**src/rtl/dmem_bridge_pkg.sv**
```systemverilog
// Shared types and helpers for the data-memory to RAM port-B bridge.
// Access sizes, bridge state encoding, byte-strobe generation and
// store-data lane replication.
package dmem_bridge_pkg;

  localparam int LANE_NUM  = 4;
  localparam int LANE_BITS = 8;

  // Access size as carried on req_size; 2'd3 is the illegal encoding.
  typedef enum logic [1:0] {
    SZ_BYTE = 2'd0,
    SZ_HALF = 2'd1,
    SZ_WORD = 2'd2
  } size_t;

  // ST_IDLE: no response held. ST_RESP: a response is presented on resp_*.
  typedef enum logic {
    ST_IDLE = 1'b0,
    ST_RESP = 1'b1
  } state_t;

  // Byte write strobes for an access of the given size at byte offset off.
  function automatic logic [3:0] gen_strb(input logic [1:0] size, input logic [1:0] off);
    logic [3:0] strb;
    strb = 4'b0000;
    case (size)
      SZ_BYTE: strb = 4'b0001 << off;
      SZ_HALF: strb = 4'b0011 << off;
      SZ_WORD: strb = 4'b1111;
      default: strb = 4'b0000;
    endcase
    return strb;
  endfunction

  // Right-justified store data copied into every lane it may land in.
  function automatic logic [31:0] repl_wdata(input logic [1:0] size, input logic [31:0] data);
    logic [31:0] word;
    word = data;
    case (size)
      SZ_BYTE: word = {4{data[7:0]}};
      SZ_HALF: word = {2{data[15:0]}};
      default: word = data;
    endcase
    return word;
  endfunction

endpackage

```
**src/rtl/dmem_ram_bridge_if.sv**
```systemverilog
// Core-side data-memory request/response bundle.
// Handshake: a transfer happens on a rising edge where valid and ready are
// both 1. The sender holds valid and its payload stable until that edge;
// ready may change freely and carries no meaning while valid is 0.
interface dmem_ram_bridge_if #(
  parameter int ADDR_BITS = 32
);
  logic                 req_valid;
  logic                 req_ready;
  logic [ADDR_BITS-1:0] req_addr;
  logic                 req_wen;
  logic [1:0]           req_size;
  logic                 req_unsigned;
  logic [31:0]          req_wdata;
  logic                 resp_valid;
  logic                 resp_ready;
  logic [31:0]          resp_rdata;
  logic                 resp_err;

  // Load/store unit side.
  modport master (
    output req_valid, req_addr, req_wen, req_size, req_unsigned, req_wdata, resp_ready,
    input  req_ready, resp_valid, resp_rdata, resp_err
  );

  // Bridge side.
  modport slave (
    input  req_valid, req_addr, req_wen, req_size, req_unsigned, req_wdata, resp_ready,
    output req_ready, resp_valid, resp_rdata, resp_err
  );
endinterface

```
**src/rtl/dmem_load_align.sv**
```systemverilog
// Load lane extraction: picks the addressed byte/half/word out of the RAM
// word, moves it to the LSBs and sign- or zero-extends it.
// Used by dmem_ram_bridge only when DMEM_BRIDGE_LOAD_ALIGN_EN is defined.
module dmem_load_align
  import dmem_bridge_pkg::*;
(
  input  logic [31:0] word,
  input  logic [1:0]  off,
  input  logic [1:0]  size,
  input  logic        zext,
  output logic [31:0] data
);

  logic [31:0] shifted;

  // Shift the addressed lane down, then extend from its top bit.
  always_comb begin
    shifted = word >> {off, 3'b000};
    data    = word;
    case (size)
      SZ_BYTE: data = {{24{~zext & shifted[7]}}, shifted[7:0]};
      SZ_HALF: data = {{16{~zext & shifted[15]}}, shifted[15:0]};
      default: data = word;
    endcase
  end

endmodule

```
**src/rtl/dmem_ram_bridge.sv**
```systemverilog
// Data-memory bridge: turns the load/store unit request/response handshake
// into port-B strobes of the shared instruction/data RAM.
// Checks range and alignment, builds byte strobes, replicates store data and
// holds each response until the consumer takes it; one access per cycle.
// Optional feature: DMEM_BRIDGE_LOAD_ALIGN_EN -- when defined, load data is
// lane-extracted and extended; otherwise the raw RAM word is returned.
module dmem_ram_bridge
  import dmem_bridge_pkg::*;
#(
  parameter int ADDR_BITS     = 32,
  parameter int DATA_BITS     = 32,
  parameter int MEM_ROW_NUM   = 4096,
  parameter int RAM_ADDR_BITS = 32
) (
  input  logic                     clk,
  input  logic                     rst,
  dmem_ram_bridge_if.slave         bus,
  output logic [RAM_ADDR_BITS-1:0] ram_addr,
  output logic                     ram_ren,
  output logic                     ram_wen,
  output logic [3:0]               ram_web,
  output logic [DATA_BITS-1:0]     ram_wdata,
  input  logic [DATA_BITS-1:0]     ram_q,
  output state_t                   dbg_state
);

  state_t               state;
  logic                 r_valid;
  logic                 r_err;
  logic                 r_load;
  logic [1:0]           r_off;
  logic [1:0]           r_size;
  logic                 r_zext;

  logic                 accept;
  logic                 err;
  logic [ADDR_BITS-1:0] word_idx;
  logic [31:0]          load_data;

  assign word_idx = bus.req_addr >> 2;

  // Access fault: illegal size, misalignment, or word index past the RAM.
  always_comb begin
    err = 1'b0;
    case (bus.req_size)
      SZ_BYTE: err = 1'b0;
      SZ_HALF: err = bus.req_addr[0];
      SZ_WORD: err = (bus.req_addr[1:0] != 2'b00);
      default: err = 1'b1;
    endcase
    if (word_idx >= ADDR_BITS'(MEM_ROW_NUM)) begin
      err = 1'b1;
    end
  end

  // A new request fits whenever nothing is held or the held one retires now.
  assign bus.req_ready = (state == ST_IDLE) | bus.resp_ready;
  assign accept        = bus.req_valid & bus.req_ready;

  assign ram_ren   = accept & ~bus.req_wen & ~err;
  assign ram_wen   = accept & bus.req_wen & ~err;
  assign ram_addr  = RAM_ADDR_BITS'(word_idx);
  assign ram_web   = ram_wen ? gen_strb(bus.req_size, bus.req_addr[1:0]) : 4'b0000;
  assign ram_wdata = repl_wdata(bus.req_size, bus.req_wdata);

  // Response state machine; a new accept always wins over retiring to idle.
  always_ff @(posedge clk or posedge rst) begin
    if (rst) begin
      state   <= ST_IDLE;
      r_valid <= 1'b0;
      r_err   <= 1'b0;
      r_load  <= 1'b0;
      r_off   <= 2'b00;
      r_size  <= 2'b00;
      r_zext  <= 1'b0;
    end else if (accept) begin
      state   <= ST_RESP;
      r_valid <= 1'b1;
      r_err   <= err;
      r_load  <= ~bus.req_wen;
      r_off   <= bus.req_addr[1:0];
      r_size  <= bus.req_size;
      r_zext  <= bus.req_unsigned;
    end else if (state == ST_RESP && bus.resp_ready) begin
      state   <= ST_IDLE;
      r_valid <= 1'b0;
      r_err   <= 1'b0;
      r_load  <= 1'b0;
    end
  end

`ifdef DMEM_BRIDGE_LOAD_ALIGN_EN
  dmem_load_align u_load_align (
    .word (ram_q),
    .off  (r_off),
    .size (r_size),
    .zext (r_zext),
    .data (load_data)
  );
`else
  // The core extracts lanes itself; the registered lane info is not needed.
  logic unused_lane_info;
  assign unused_lane_info = ^{r_off, r_size, r_zext};
  assign load_data        = ram_q;
`endif

  // Load data only for an error-free load; ram_q is held while the response waits.
  always_comb begin
    bus.resp_rdata = 32'h0;
    if (r_valid && r_load && !r_err) begin
      bus.resp_rdata = load_data;
    end
  end

  assign bus.resp_valid = r_valid;
  assign bus.resp_err   = r_err;
  assign dbg_state      = state;

endmodule

```
**src/flat_wrapper.sv**
```systemverilog
// flat-port wrapper written by rule: the top's interface ports become plain ports
module dmem_ram_bridge_flat import dmem_bridge_pkg::*;
#(
  parameter int ADDR_BITS     = 32,
  parameter int DATA_BITS     = 32,
  parameter int MEM_ROW_NUM   = 4096,
  parameter int RAM_ADDR_BITS = 32
)
  (clk, rst, ram_addr, ram_ren, ram_wen, ram_web, ram_wdata, ram_q, dbg_state, bus_req_valid, bus_req_addr, bus_req_wen, bus_req_size, bus_req_unsigned, bus_req_wdata, bus_resp_ready, bus_req_ready, bus_resp_valid, bus_resp_rdata, bus_resp_err);
  dmem_ram_bridge_if #(.ADDR_BITS(ADDR_BITS)) bus_i ();
  input  logic clk;
  input  logic rst;
  output logic [RAM_ADDR_BITS-1:0] ram_addr;
  output logic ram_ren;
  output logic ram_wen;
  output logic [3:0] ram_web;
  output logic [DATA_BITS-1:0] ram_wdata;
  input  logic [DATA_BITS-1:0] ram_q;
  output state_t dbg_state;
  input wire logic [$bits(bus_i.req_valid)-1:0] bus_req_valid;
  input wire logic [$bits(bus_i.req_addr)-1:0] bus_req_addr;
  input wire logic [$bits(bus_i.req_wen)-1:0] bus_req_wen;
  input wire logic [$bits(bus_i.req_size)-1:0] bus_req_size;
  input wire logic [$bits(bus_i.req_unsigned)-1:0] bus_req_unsigned;
  input wire logic [$bits(bus_i.req_wdata)-1:0] bus_req_wdata;
  input wire logic [$bits(bus_i.resp_ready)-1:0] bus_resp_ready;
  output wire logic [$bits(bus_i.req_ready)-1:0] bus_req_ready;
  output wire logic [$bits(bus_i.resp_valid)-1:0] bus_resp_valid;
  output wire logic [$bits(bus_i.resp_rdata)-1:0] bus_resp_rdata;
  output wire logic [$bits(bus_i.resp_err)-1:0] bus_resp_err;
  assign bus_i.req_valid = bus_req_valid;
  assign bus_i.req_addr = bus_req_addr;
  assign bus_i.req_wen = bus_req_wen;
  assign bus_i.req_size = bus_req_size;
  assign bus_i.req_unsigned = bus_req_unsigned;
  assign bus_i.req_wdata = bus_req_wdata;
  assign bus_i.resp_ready = bus_resp_ready;
  assign bus_req_ready = bus_i.req_ready;
  assign bus_resp_valid = bus_i.resp_valid;
  assign bus_resp_rdata = bus_i.resp_rdata;
  assign bus_resp_err = bus_i.resp_err;
  dmem_ram_bridge #(.ADDR_BITS(ADDR_BITS), .DATA_BITS(DATA_BITS), .MEM_ROW_NUM(MEM_ROW_NUM), .RAM_ADDR_BITS(RAM_ADDR_BITS)) u_core (.clk(clk), .rst(rst), .bus(bus_i), .ram_addr(ram_addr), .ram_ren(ram_ren), .ram_wen(ram_wen), .ram_web(ram_web), .ram_wdata(ram_wdata), .ram_q(ram_q), .dbg_state(dbg_state));
endmodule
```
**config.mk**
```make
export PLATFORM = sky130hd
export DESIGN_NAME = dmem_ram_bridge_flat
export DESIGN_NICKNAME = d
export VERILOG_FILES = /design/src/rtl/dmem_bridge_pkg.sv /design/src/rtl/dmem_ram_bridge_if.sv /design/src/rtl/dmem_load_align.sv /design/src/rtl/dmem_ram_bridge.sv /design/src/flat_wrapper.sv
export SDC_FILE = /design/constraint.sdc
export NUM_CORES = 1
export LEC_CHECK = 0
export ABC_AREA = 0
export BUFFER_PORTS_ARGS = -buffer_cell sky130_fd_sc_hd__buf_2
export CAP_MARGIN = 30
export CORE_AREA = 2 2 82 84
export CTS_BUF_LIST = sky130_fd_sc_hd__clkbuf_8
export CTS_CLUSTER_DIAMETER = 50
export DETAILED_ROUTE_END_ITERATION = 10
export DIE_AREA = 0 0 84 86
export PLACE_DENSITY_LB_ADDON = 0.15
export SLEW_MARGIN = 10
export SYNTH_ARGS = -nofsm -noshare
export SYNTH_HDL_FRONTEND = slang
export SYNTH_SLANG_ARGS = --single-unit
export TNS_END_PERCENT = 50
```
**constraint.sdc**
```tcl
create_clock -name clk -period 2 [get_ports clk]
set_input_delay 0.4 -clock clk [delete_from_list [all_inputs] [get_ports clk]]
set_output_delay 0.4 -clock clk [all_outputs]
set_load 0.005 [all_outputs]
```
==> flow_metrics.py, run 1 <==
metrics = {
    "global_route": {
        "antenna_found_initial": 0,
        "grt_usage_pct": 10.9,
        "grt_pass1_wl_um": 6510,
        "grt_max_degree": 33,
        "grt_overflow_total": 0,
        "grt_pass1_vias": 1520,
    },
    "drt": {
        "dr.pass1.iters": 4,
        "drt-wirelength-per-cell_um": 11.4,
        "via_count": 1609,
        "vias_per_cell": 4.18,
        "routed_wl_um": 4370,
        "ant_nets": 0,
        "drc_errors": 0,
        "drt_iter0_markers": 17,
    },
    "layout": {
        "synthToLayoutAreaGrowth_pct": 71.9,
        "fill_cells": 684,
        "final_nets": 413,
        "final_area_um2": 2070,
        "antenna_cells": 0,
        "post_route_cells_drive_above_1_share_pct": 70.8,
    },
    "synth": {
        "syn_inst": 162,
        "synth-async-reset-ratio_pct": 100,
        "netlist-cell-type-count": 28,
        "syn_area_um2": 1200,
        "yosysSeqAreaShare_pct": 6.24,
        "synth_top_area_share_pct": 25.6,
        "syn_avg_cell_area_um2": 7.43,
        "ys_seq_elements": 3,
        "yosys.area.top_type": "buf_4",
        "yosysWarnings": 0,
        "ys.flop_type": "dfrtp_1",
        "synthTopCellsByArea": "buf_4, and2_1, mux2_2",
        "synth_edf_count": 0,
    },
    "worst_setup_path": {
        "crit_type": "register to output pin",
        "crit_arrival_ns": 1.52,
        "cp-end-kind": "output pin",
        "critPathMaxFanout": 5,
        "critical_path_required_ns": 1.60,
        "crit_path_start_kind": "register",
        "reg2regPathDepth": 4,
    },
    "pwr": {
        "power_density_nw_per_um2": 288,
        "leakage_nw": 1.21,
        "swShare_pct": 33.1,
        "total_power_w": 0.000596,
        "sequentialPowerShare_pct": 12.0,
        "power_switching_w": 0.000198,
        "pwr-share-comb_pct": 59.4,
        "intPower_w": 0.000399,
        "clkPwrFrac_pct": 28.6,
        "ir_drop_mv": 0.126,
    },
    "clock_network": {
        "clk_latency_ns": 0.21,
        "cts_htree_levels": 1,
        "clock-root-buffer": "clkbuf_8",
        "cts.sink_count": 3,
        "cts_tree": "done",
        "cts_buffers": 3,
        "clk_pin_slew_worst_paths_ns": 0.03,
        "cts.path.max_buffers": 2,
    },
    "timing": {
        "rsz0062_at_grt": "yes",
        "min_period_ns": 1.92,
        "slew_violations": 0,
        "holdWs_ns": 0.0430,
        "setup_tns_ns": 0,
        "finalSetupViolCount": 0,
        "max_freq_ghz": 0.520,
        "period_share_pct": 96.2,
        "skew_ns": 0.000828,
        "hold_violations": 0,
    },
    "die": {
        "coreArea_um2": 6280,
        "rows": 29,
        "dieArea_um2": 7220,
        "fp.dieH_um": 86,
        "io_pins": 210,
        "die_x_um": 84,
        "start_util_pct": 19.2,
    },
    "outcome": {
        "outcome": "complete, no violations",
    },
    "worst_hold_path": {
        "hp-class": "primary input to async pin",
    },
    "placement": {
        "routabilityCongestion": 0.750,
        "placed_cell_area_um2": 1950,
        "port_buffers": 182,
        "dp_hpwl_um": 3810,
    },
    "job": {
        "drv_cap": 0,
    },
}
==> what timing repair did <==
item | CTS | global route
hold buffers | 0 | 0
pin swaps | 5 | 4
endpoints found under the setup margin | 6 | 5
buffers inserted | 0 | 0
gates resized for setup | 10 | 5
cloned | 0 | 0
==> metrics by stage <==
step	util (%)	std cells	worst slack, ns
global placement	31.0	382	-0.206
detailed placement	31.0	382	-0.227
global route	33.0	385	-0.0263
CTS	32.7	385	0.00106
finish	33.0	385	0.0757
floorplan	-	163	0.285
==> power by group through the flow <==
| stage | clock network, W | registers [W] | logic, W |
|---|---|---|---|
| 2_1_floorplan | 0 | 0.0000717 | 0.000190 |
| 3_3_place_gp | 0 | 0.0000721 | 0.000345 |
| 3_5_place_dp | 0 | 0.0000723 | 0.000343 |
| 4_1_cts | 0.000177 | 0.0000715 | 0.000357 |
| 5_1_grt | 0.000182 | 0.0000723 | 0.000394 |
| 6_report | 0.000171 | 0.0000713 | 0.000354 |
==> layer usage <==
metal / vias to the layer above / GRT usage, % / part of all wire [%]
met5: - / 0 / 0
met4: 0 / 2.20 / 0
met3: 0 / 2.41 / 11
met2: 121 / 24.2 / 56
met1: 694 / 9.65 / 32
li1: 794 / - / -
==> area by class of cell <==
| class | instances | area, um^2 | share of cell area (%) |
|---|---|---|---|
| Clock buffer | 3 | 41.3 | 2.00 |
| Clock inverter | 1 | 3.75 | 0.181 |
| Inverter | 1 | 3.75 | 0.181 |
| Multi-Input combinational cell | 110 | 835 | 40.3 |
| Sequential cell | 3 | 75.1 | 3.63 |
| Tap cell | 77 | 96.3 | 4.66 |
| Timing Repair Buffer | 190 | 1010 | 49.0 |
==> worst max-delay path: stages (launching register included) <==
cell and delay [ns]:
dfrtp_1 0.41, nand2b_1 0.18, nand3_1 0.16, nor3_4 0.30, o21a_1 0.16, buf_2 0.11
==> Yosys cell counts (3+ instances only) <==
master,instances
buf_4,41
and2_1,32
mux2_2,16
nand2_1,12
o21ai_0,12
mux2i_1,8
clkbuf_1,5
o21a_1,4
dfrtp_1,3
nand2b_1,3
nor2_1,3
nor4_1,3
==> sequential cells by signal, summed over array words and instances, names as in the netlist <==
register,cells
u_core.bus.resp_err,1
u_core.bus.resp_valid,1
u_core.r_load,1
==> logic make-up (layout without fill, tap and decap cells) <==
group / after synthesis / count (layout) / share of synthesized area (%)
AOI/OAI and AO/OA: 19 / 19 / 9.56
other: 1 / 2 / 0.312
and+or+nand+nor: 65 / 65 / 33.1
DFF: 3 / 3 / 6.24
muxes: 24 / 24 / 21.6
buffers and inverters: 50 / 195 / 29.2
==> cell usage in the layout (no fill, tap or decap), drive strengths merged, types with 3 or more instances in the layout <==
cell type / n
nor4: 5
and2: 32
nand2b: 3
dfrtp: 3
nand2: 12
nor3: 3
mux2i: 8
mux2: 16
buf: 190
nor2: 4
o21ai: 12
clkbuf: 3
o21a: 4
==> worst paths after layout <==
kind	start	endpoint	slack [ns]
min in group clk	bus_req_valid	u_core.bus.resp_valid$_DFFE_PP0P_	0.42
max in group asynchronous	rst	u_core.bus.resp_err$_DFFE_PP0P_	1.83
max reg2reg	u_core.bus.resp_valid$_DFFE_PP0P_	u_core.bus.resp_err$_DFFE_PP0P_	0.98
min reg2reg	u_core.r_load$_DFFE_PP0P_	u_core.r_load$_DFFE_PP0P_	0.48
min	rst	u_core.bus.resp_valid$_DFFE_PP0P_	0.04
max	u_core.bus.resp_valid$_DFFE_PP0P_	ram_web[3]	0.08
No activity file was read; power rests on OpenSTA's default activity.
==> run 2: changes to the inputs <==
SYNTH_HIERARCHICAL = 1   (was default)
clock period = 2.35 ns   (was 2 ns; I/O delays follow)
==> run 2 against run 1 <==
Against the previous run:
- clock skew fell by 0.00078 ns
- critical path depth rose by 2
- core utilization fell by 1.7 points
- sequential power fell by 14%
- non-clock buffer count fell by 3
- critical endpoint unchanged
==> flow_metrics.py, run 2 <==
metrics = {
    "outcome": {
        "outcome": "complete, no violations",
    },
    "worst_setup_path": {
        "crit_arrival_ns": 1.67,
        "cp-end-kind": "output pin",
        "critical_path_required_ns": 1.88,
        "crit_path_start_kind": "primary input",
        "crit_type": "primary input to output pin",
        "critPathMaxFanout": 5,
    },
    "synth": {
        "netlist-cell-type-count": 28,
        "syn_area_um2": 1200,
        "ys_seq_elements": 3,
        "synth_top_area_share_pct": 25.6,
        "yosysSeqAreaShare_pct": 6.24,
        "yosysWarnings": 6,
        "synth_most_common_cell": "buf_4",
        "synth_edf_count": 0,
        "yosys.area.top_type": "buf_4",
        "synth-async-reset-ratio_pct": 100,
        "ys.flop_type": "dfrtp_1",
        "syn_inst": 159,
        "synthTopCellsByArea": "buf_4, and2_1, mux2_2",
        "syn_avg_cell_area_um2": 7.56,
        "synth_common_cells": "buf_4, and2_1, mux2_2, nand2_1, o21ai_0",
    },
    "layout": {
        "post_route_cells_drive_above_1_share_pct": 71.0,
        "synthToLayoutAreaGrowth_pct": 63.5,
        "fin_cells": 380,
        "final_area_um2": 1970,
        "final_util_pct": 31.3,
        "final_nets": 408,
        "antenna_cells": 0,
        "layout_common_cells": "buf_2, and2_1, mux2_2",
        "final_common_cell": "buf_2",
    },
    "global_route": {
        "grt_max_degree": 33,
        "grt_pass1_wl_um": 6440,
        "antenna_found_initial": 3,
        "grt_pass1_vias": 1398,
        "grt_overflow_total": 0,
        "grt_usage_pct": 10.8,
    },
    "clock_network": {
        "cts_setup_buffers": 0,
        "cts_htree_levels": 1,
        "clk_pin_slew_worst_paths_ns": 0.03,
        "cts.path.max_buffers": 2,
        "clk_latency_ns": 0.21,
        "cts_buffers": 3,
        "hold_buffers": 0,
        "clock-root-buffer": "clkbuf_8",
        "cts.sink_count": 3,
        "cts_tree": "done",
    },
    "placement": {
        "port_buffers": 182,
        "dp_hpwl_um": 4130,
        "numPlacedInstances": 376,
        "placed_cell_area_um2": 1910,
        "routabilityCongestion": 0.694,
    },
    "drt": {
        "ant_nets": 0,
        "drt_iter0_markers": 6,
        "drt-wirelength-per-cell_um": 12.0,
        "dr.pass1.iters": 4,
        "top_layer": "met5",
        "wl_met3_um": 582,
        "met2_length_um": 2400,
        "via_count": 1576,
        "drc_errors": 0,
        "routed_wl_um": 4550,
        "wl_met1_um": 1510,
        "vias_per_cell": 4.15,
    },
    "timing": {
        "holdWs_ns": 0.116,
        "max_freq_ghz": 0.466,
        "min_period_ns": 2.14,
        "hold_violations": 0,
        "setup_tns_ns": 0,
        "period_share_pct": 91.3,
        "skew_ns": 0.0000435,
        "slew_violations": 0,
        "rsz0062_at_grt": "no",
        "finalSetupViolCount": 0,
    },
    "die": {
        "fp.dieH_um": 86,
        "coreArea_um2": 6280,
        "dieArea_um2": 7220,
        "rows": 29,
        "io_pins": 210,
        "start_util_pct": 19.2,
        "die_x_um": 84,
    },
    "pwr": {
        "ir_drop_mv": 0.118,
        "leakage_nw": 1.18,
        "power_density_nw_per_um2": 248,
    },
    "worst_hold_path": {
        "hp-class": "primary input to async pin",
    },
    "job": {
        "drv_cap": 0,
    },
}
[run 2: power by group]
group	internal, W	leakage, nW	switching (W)
sequential	0.0000570	0.0353	0.00000403
combinational	0.000161	1.12	0.000124
clock	0.000111	0.0269	0.0000311
total	0.000329	1.18	0.000159
[run 2: cell type report]
| type | instances | area, um^2 |
|---|---|---|
| clock buffers | 3 | 41.3 |
| clock inverters | 1 | 3.75 |
| fillers | 703 | 4310 |
| inverters | 1 | 3.75 |
| multi-input cells | 108 | 797 |
| flip-flops and latches | 3 | 75.1 |
| well taps | 77 | 96.3 |
| repair buffers | 187 | 948 |
[run 2: critical path, cell delays in order]
cell and delay [ns]:
buf_2 0.11, nor4_2 0.29, buf_4 0.16, nand3_2 0.11, nor3_4 0.27, o21a_1 0.16
buf_2 0.10
[run 2: what timing repair did]
action,4_1_cts,5_1_grt
hold endpoints to repair,0,0
setup endpoints to repair,0,2
gates resized for setup,0,1
[run 2: per-stage QoR]
stage	worst slack, ns	power (W)
final	0.205	0.000488
after global routing	0.0806	0.000533
after CTS	0.0251	0.000499
after detailed placement	0.0428	0.000352
after global placement	0.0174	0.000353
after floorplan	0.492	0.000221
[run 2: worst paths after layout]
| kind | from | slack (ns) | depth (start not counted) | to |
|---|---|---|---|---|
| hold reg to reg | u_core/r_load$_DFFE_PP0P_ | 0.47 | 2 | u_core/r_load$_DFFE_PP0P_ |
| min in group clk | u_core/r_load$_DFFE_PP0P_ | 0.47 | 2 | u_core/r_load$_DFFE_PP0P_ |
| max in group asynchronous | rst | 2.11 | 2 | u_core/r_load$_DFFE_PP0P_ |
| setup reg to reg | u_core/bus.resp_valid$_DFFE_PP0P_ | 1.36 | 4 | u_core/r_load$_DFFE_PP0P_ |
| hold / removal | rst | 0.12 | 2 | u_core/bus.resp_valid$_DFFE_PP0P_ |
| setup / recovery | bus_req_addr[17] | 0.21 | 7 | ram_web[3] |
[run 2: metal layers]
layer	vias to the layer above	GRT usage (%)
met5	-	0
met3	12	4.52
li1	782	-
met2	113	21.7
met4	6	1.91
met1	663	10.4
[run 2: cell families (layout without fill, tap and decap cells)]
kind of cell | Yosys count | after routing | synth area share (%)
simple gates | 64 | 64 | 33.4
buf+inv | 49 | 192 | 28.3
mux | 25 | 25 | 22.6
compound gates | 17 | 17 | 9.16
flops | 3 | 3 | 6.24
other cells | 1 | 2 | 0.312
==> run 3: changes to the inputs <==
ABC_AREA = 1   (was 0)
==> run 3 against run 2 <==
Against the previous run:
- clock-buffer cell count stayed put
- global-route usage is 0.93 points higher
- combinational power is 4% higher
- critical path depth stayed put
- die area stayed put
- wire length is 3.5% higher
- final cell count is 26% higher
- setup slack better by 0.24 ns
- sequential power is 4.3% higher
==> flow_metrics.py, run 3 <==
metrics = {
    "clock_network": {
        "hold_buffers": 0,
        "clk_latency_ns": 0.21,
        "cts_tree": "done",
        "cts.path.max_buffers": 2,
        "cts_setup_buffers": 0,
        "cts_resized": 0,
        "cts_buffers": 3,
        "cts_htree_levels": 1,
        "cts.sink_count": 3,
        "clock-root-buffer": "clkbuf_8",
        "clk_pin_slew_worst_paths_ns": 0.03,
    },
    "timing": {
        "fin_ws_ns": 0.448,
        "max_freq_ghz": 0.526,
        "setup_tns_ns": 0,
        "slew_violations": 0,
        "skew_ns": 0.00131,
        "rsz0062_at_grt": "no",
        "finalSetupViolCount": 0,
        "hold_violations": 0,
        "period_share_pct": 80.9,
        "min_period_ns": 1.90,
    },
    "job": {
        "drv_cap": 0,
    },
    "synth": {
        "synth-async-reset-ratio_pct": 100,
        "syn_inst": 260,
        "yosysSeqAreaShare_pct": 5.81,
        "syn_avg_cell_area_um2": 4.97,
        "synth_edf_count": 0,
        "synth_most_common_cell": "nand2_1",
        "synth_common_cells": "nand2_1, nor2_1, inv_1, buf_4, o21ai_0",
        "yosysWarnings": 6,
        "syn_area_um2": 1290,
        "synthTopCellsByArea": "buf_4, nand2_1, nor2_1",
        "ys_seq_elements": 3,
        "yosys.area.top_type": "buf_4",
        "synth_top_area_share_pct": 24.4,
        "ys.flop_type": "dfrtp_1",
        "netlist-cell-type-count": 20,
    },
    "pwr": {
        "clkPwrFrac_pct": 28.7,
        "swShare_pct": 37.2,
        "pwr-share-comb_pct": 58.7,
        "leakage_nw": 1.49,
        "power_density_nw_per_um2": 252,
        "intPower_w": 0.000317,
        "ir_drop_mv": 0.101,
        "sequentialPowerShare_pct": 12.6,
        "power_switching_w": 0.000188,
    },
    "worst_setup_path": {
        "cp_slowest_cell": "nor2_1",
        "critical_path_required_ns": 1.88,
        "crit_type": "primary input to output pin",
        "path_buf_inv": 2,
        "crit_arrival_ns": 1.43,
        "cp_cell_sequence": "buf_2 -> nor2_1 -> nand3_1 -> nor2_1 -> nand3_2 -> nor2_1 -> buf_2",
        "cp-end-kind": "output pin",
        "critPathMaxFanout": 5,
        "startpoint": "bus_req_addr[15]",
        "worstReg2RegStart": "u_core/bus.resp_valid$_DFFE_PP0P_",
        "worst_path_largest_cell_delay_ns": 0.17,
        "crit_path_start_kind": "primary input",
        "r2r-end": "u_core/bus.resp_err$_DFFE_PP0P_",
        "cp_num_cells": 7,
        "crit_family": "simple AND/OR/NAND/NOR gates",
        "reg2regPathDepth": 6,
        "crit_path_end": "ram_web[2]",
        "cp_common_cell": "nor2_1",
        "rrSetupSlack_ns": 1.38,
    },
    "drt": {
        "via_count": 1887,
        "drt-wirelength-per-cell_um": 9.87,
        "vias_per_cell": 3.96,
        "ant_nets": 0,
        "routed_wl_um": 4710,
        "drt_iter0_markers": 37,
        "drc_errors": 0,
        "dr.pass1.iters": 4,
    },
    "layout": {
        "antenna_cells": 0,
        "final_area_um2": 2000,
        "post_route_cells_drive_above_1_share_pct": 49.0,
        "layout_common_cells": "buf_2, nand2_1, nor2_1",
        "final_nets": 505,
        "fin_cells": 477,
        "fill_cells": 731,
        "synthToLayoutAreaGrowth_pct": 55.0,
        "final_common_cell": "buf_2",
    },
    "die": {
        "rows": 29,
        "die_x_um": 84,
        "fp.dieH_um": 86,
        "coreArea_um2": 6280,
        "dieArea_um2": 7220,
        "start_util_pct": 20.6,
        "io_pins": 210,
    },
    "placement": {
        "routabilityCongestion": 0.722,
        "port_buffers": 182,
        "dp_hpwl_um": 4150,
        "placed_cell_area_um2": 1960,
        "place_ws_ns": 0.422,
        "numPlacedInstances": 473,
    },
    "global_route": {
        "grt_overflow_total": 0,
        "grt_usage_pct": 11.8,
        "grt_pass1_wl_um": 7130,
        "antenna_found_initial": 0,
        "grt_pass1_vias": 1633,
        "grt_max_degree": 33,
    },
    "outcome": {
        "outcome": "complete, no violations",
    },
    "worst_hold_path": {
        "hp-class": "primary input to async pin",
    },
}
## run 3: changes by cell type after synthesis, sizes merged, moves of 3 or more
cell,before,now
o211ai,0,4
o21a,4,0
o21ai,10,13
buf,43,50
mux2,17,0
nand3,2,8
nand2,13,73
clkbuf,5,0
inv,1,51
nor4,5,0
and2,32,0
mux2i,8,0
nor2,4,54
## run 3: how the worst min path moves through the flow
| stage | slack [ns] | from | depth (start not counted) | end |
|---|---|---|---|---|
| 2_1_floorplan | 0.22 | rst | 1 | u_core/bus.resp_err$_DFFE_PP0P_ |
| 3_3_place_gp | 0.34 | rst | 2 | u_core/bus.resp_valid$_DFFE_PP0P_ |
| 6_report | 0.12 | rst | 2 | u_core/bus.resp_valid$_DFFE_PP0P_ |
| 5_1_grt | 0.13 | rst | 2 | u_core/bus.resp_err$_DFFE_PP0P_ |
| 3_5_place_dp | 0.34 | rst | 2 | u_core/bus.resp_valid$_DFFE_PP0P_ |
| 4_1_cts | 0.11 | rst | 2 | u_core/bus.resp_err$_DFFE_PP0P_ |
## run 3: through the flow
step | utilization [%] | power, W | hold slack, ns
after floorplan | - | 0.000242 | 0.224
after global placement | 31.2 | 0.000365 | 0.338
after detailed placement | 31.2 | 0.000366 | 0.342
after CTS | 31.9 | 0.000516 | 0.115
after global routing | 31.9 | 0.000558 | 0.126
final | 31.9 | 0.000505 | 0.115
## run 3: cell families (layout without fill, tap and decap cells)
kind of cell / after synthesis / in the layout / share of synthesized area, %
flops: 3 / 3 / 5.81
other cells: 1 / 2 / 0.290
simple gates: 137 / 137 / 42.7
buf+inv: 101 / 240 / 43.5
compound gates: 18 / 18 / 7.74
## run 3: final cells by class
cell class                      instances  area [um^2]  area share [%]
Timing Repair Buffer                  185          933            46.6
Tap cell                               77         96.3            4.81
Clock buffer                            3         41.3            2.06
Inverter                               51          194            9.68
Sequential cell                         3         75.1            3.75
Multi-Input combinational cell        157          659            32.9
Clock inverter                          1         3.75           0.187
## run 3: metal layers
metal / global-route usage (%) / part of all wire, %
met5: 0 / 0
met3: 2.79 / 11
met4: 3.08 / 0.76
met2: 23.1 / 51
met1: 12.5 / 37
## run 3: power groups by stage
stage	logic, W	clock network, W	registers, W
after floorplan	0.000179	0	0.0000633
after global placement	0.000301	0	0.0000644
after detailed placement	0.000301	0	0.0000644
after CTS	0.000303	0.000150	0.0000639
after global routing	0.000340	0.000154	0.0000644
final	0.000297	0.000145	0.0000636
## run 3: worst reg2reg max path: stages, from the launching register on
cell and delay [ns]:
dfrtp_1 0.41, nand2_1 0.12, nand2_1 0.11, nand2_1 0.08, inv_1 0.04, nand2_1 0.05, nand2_1 0.05
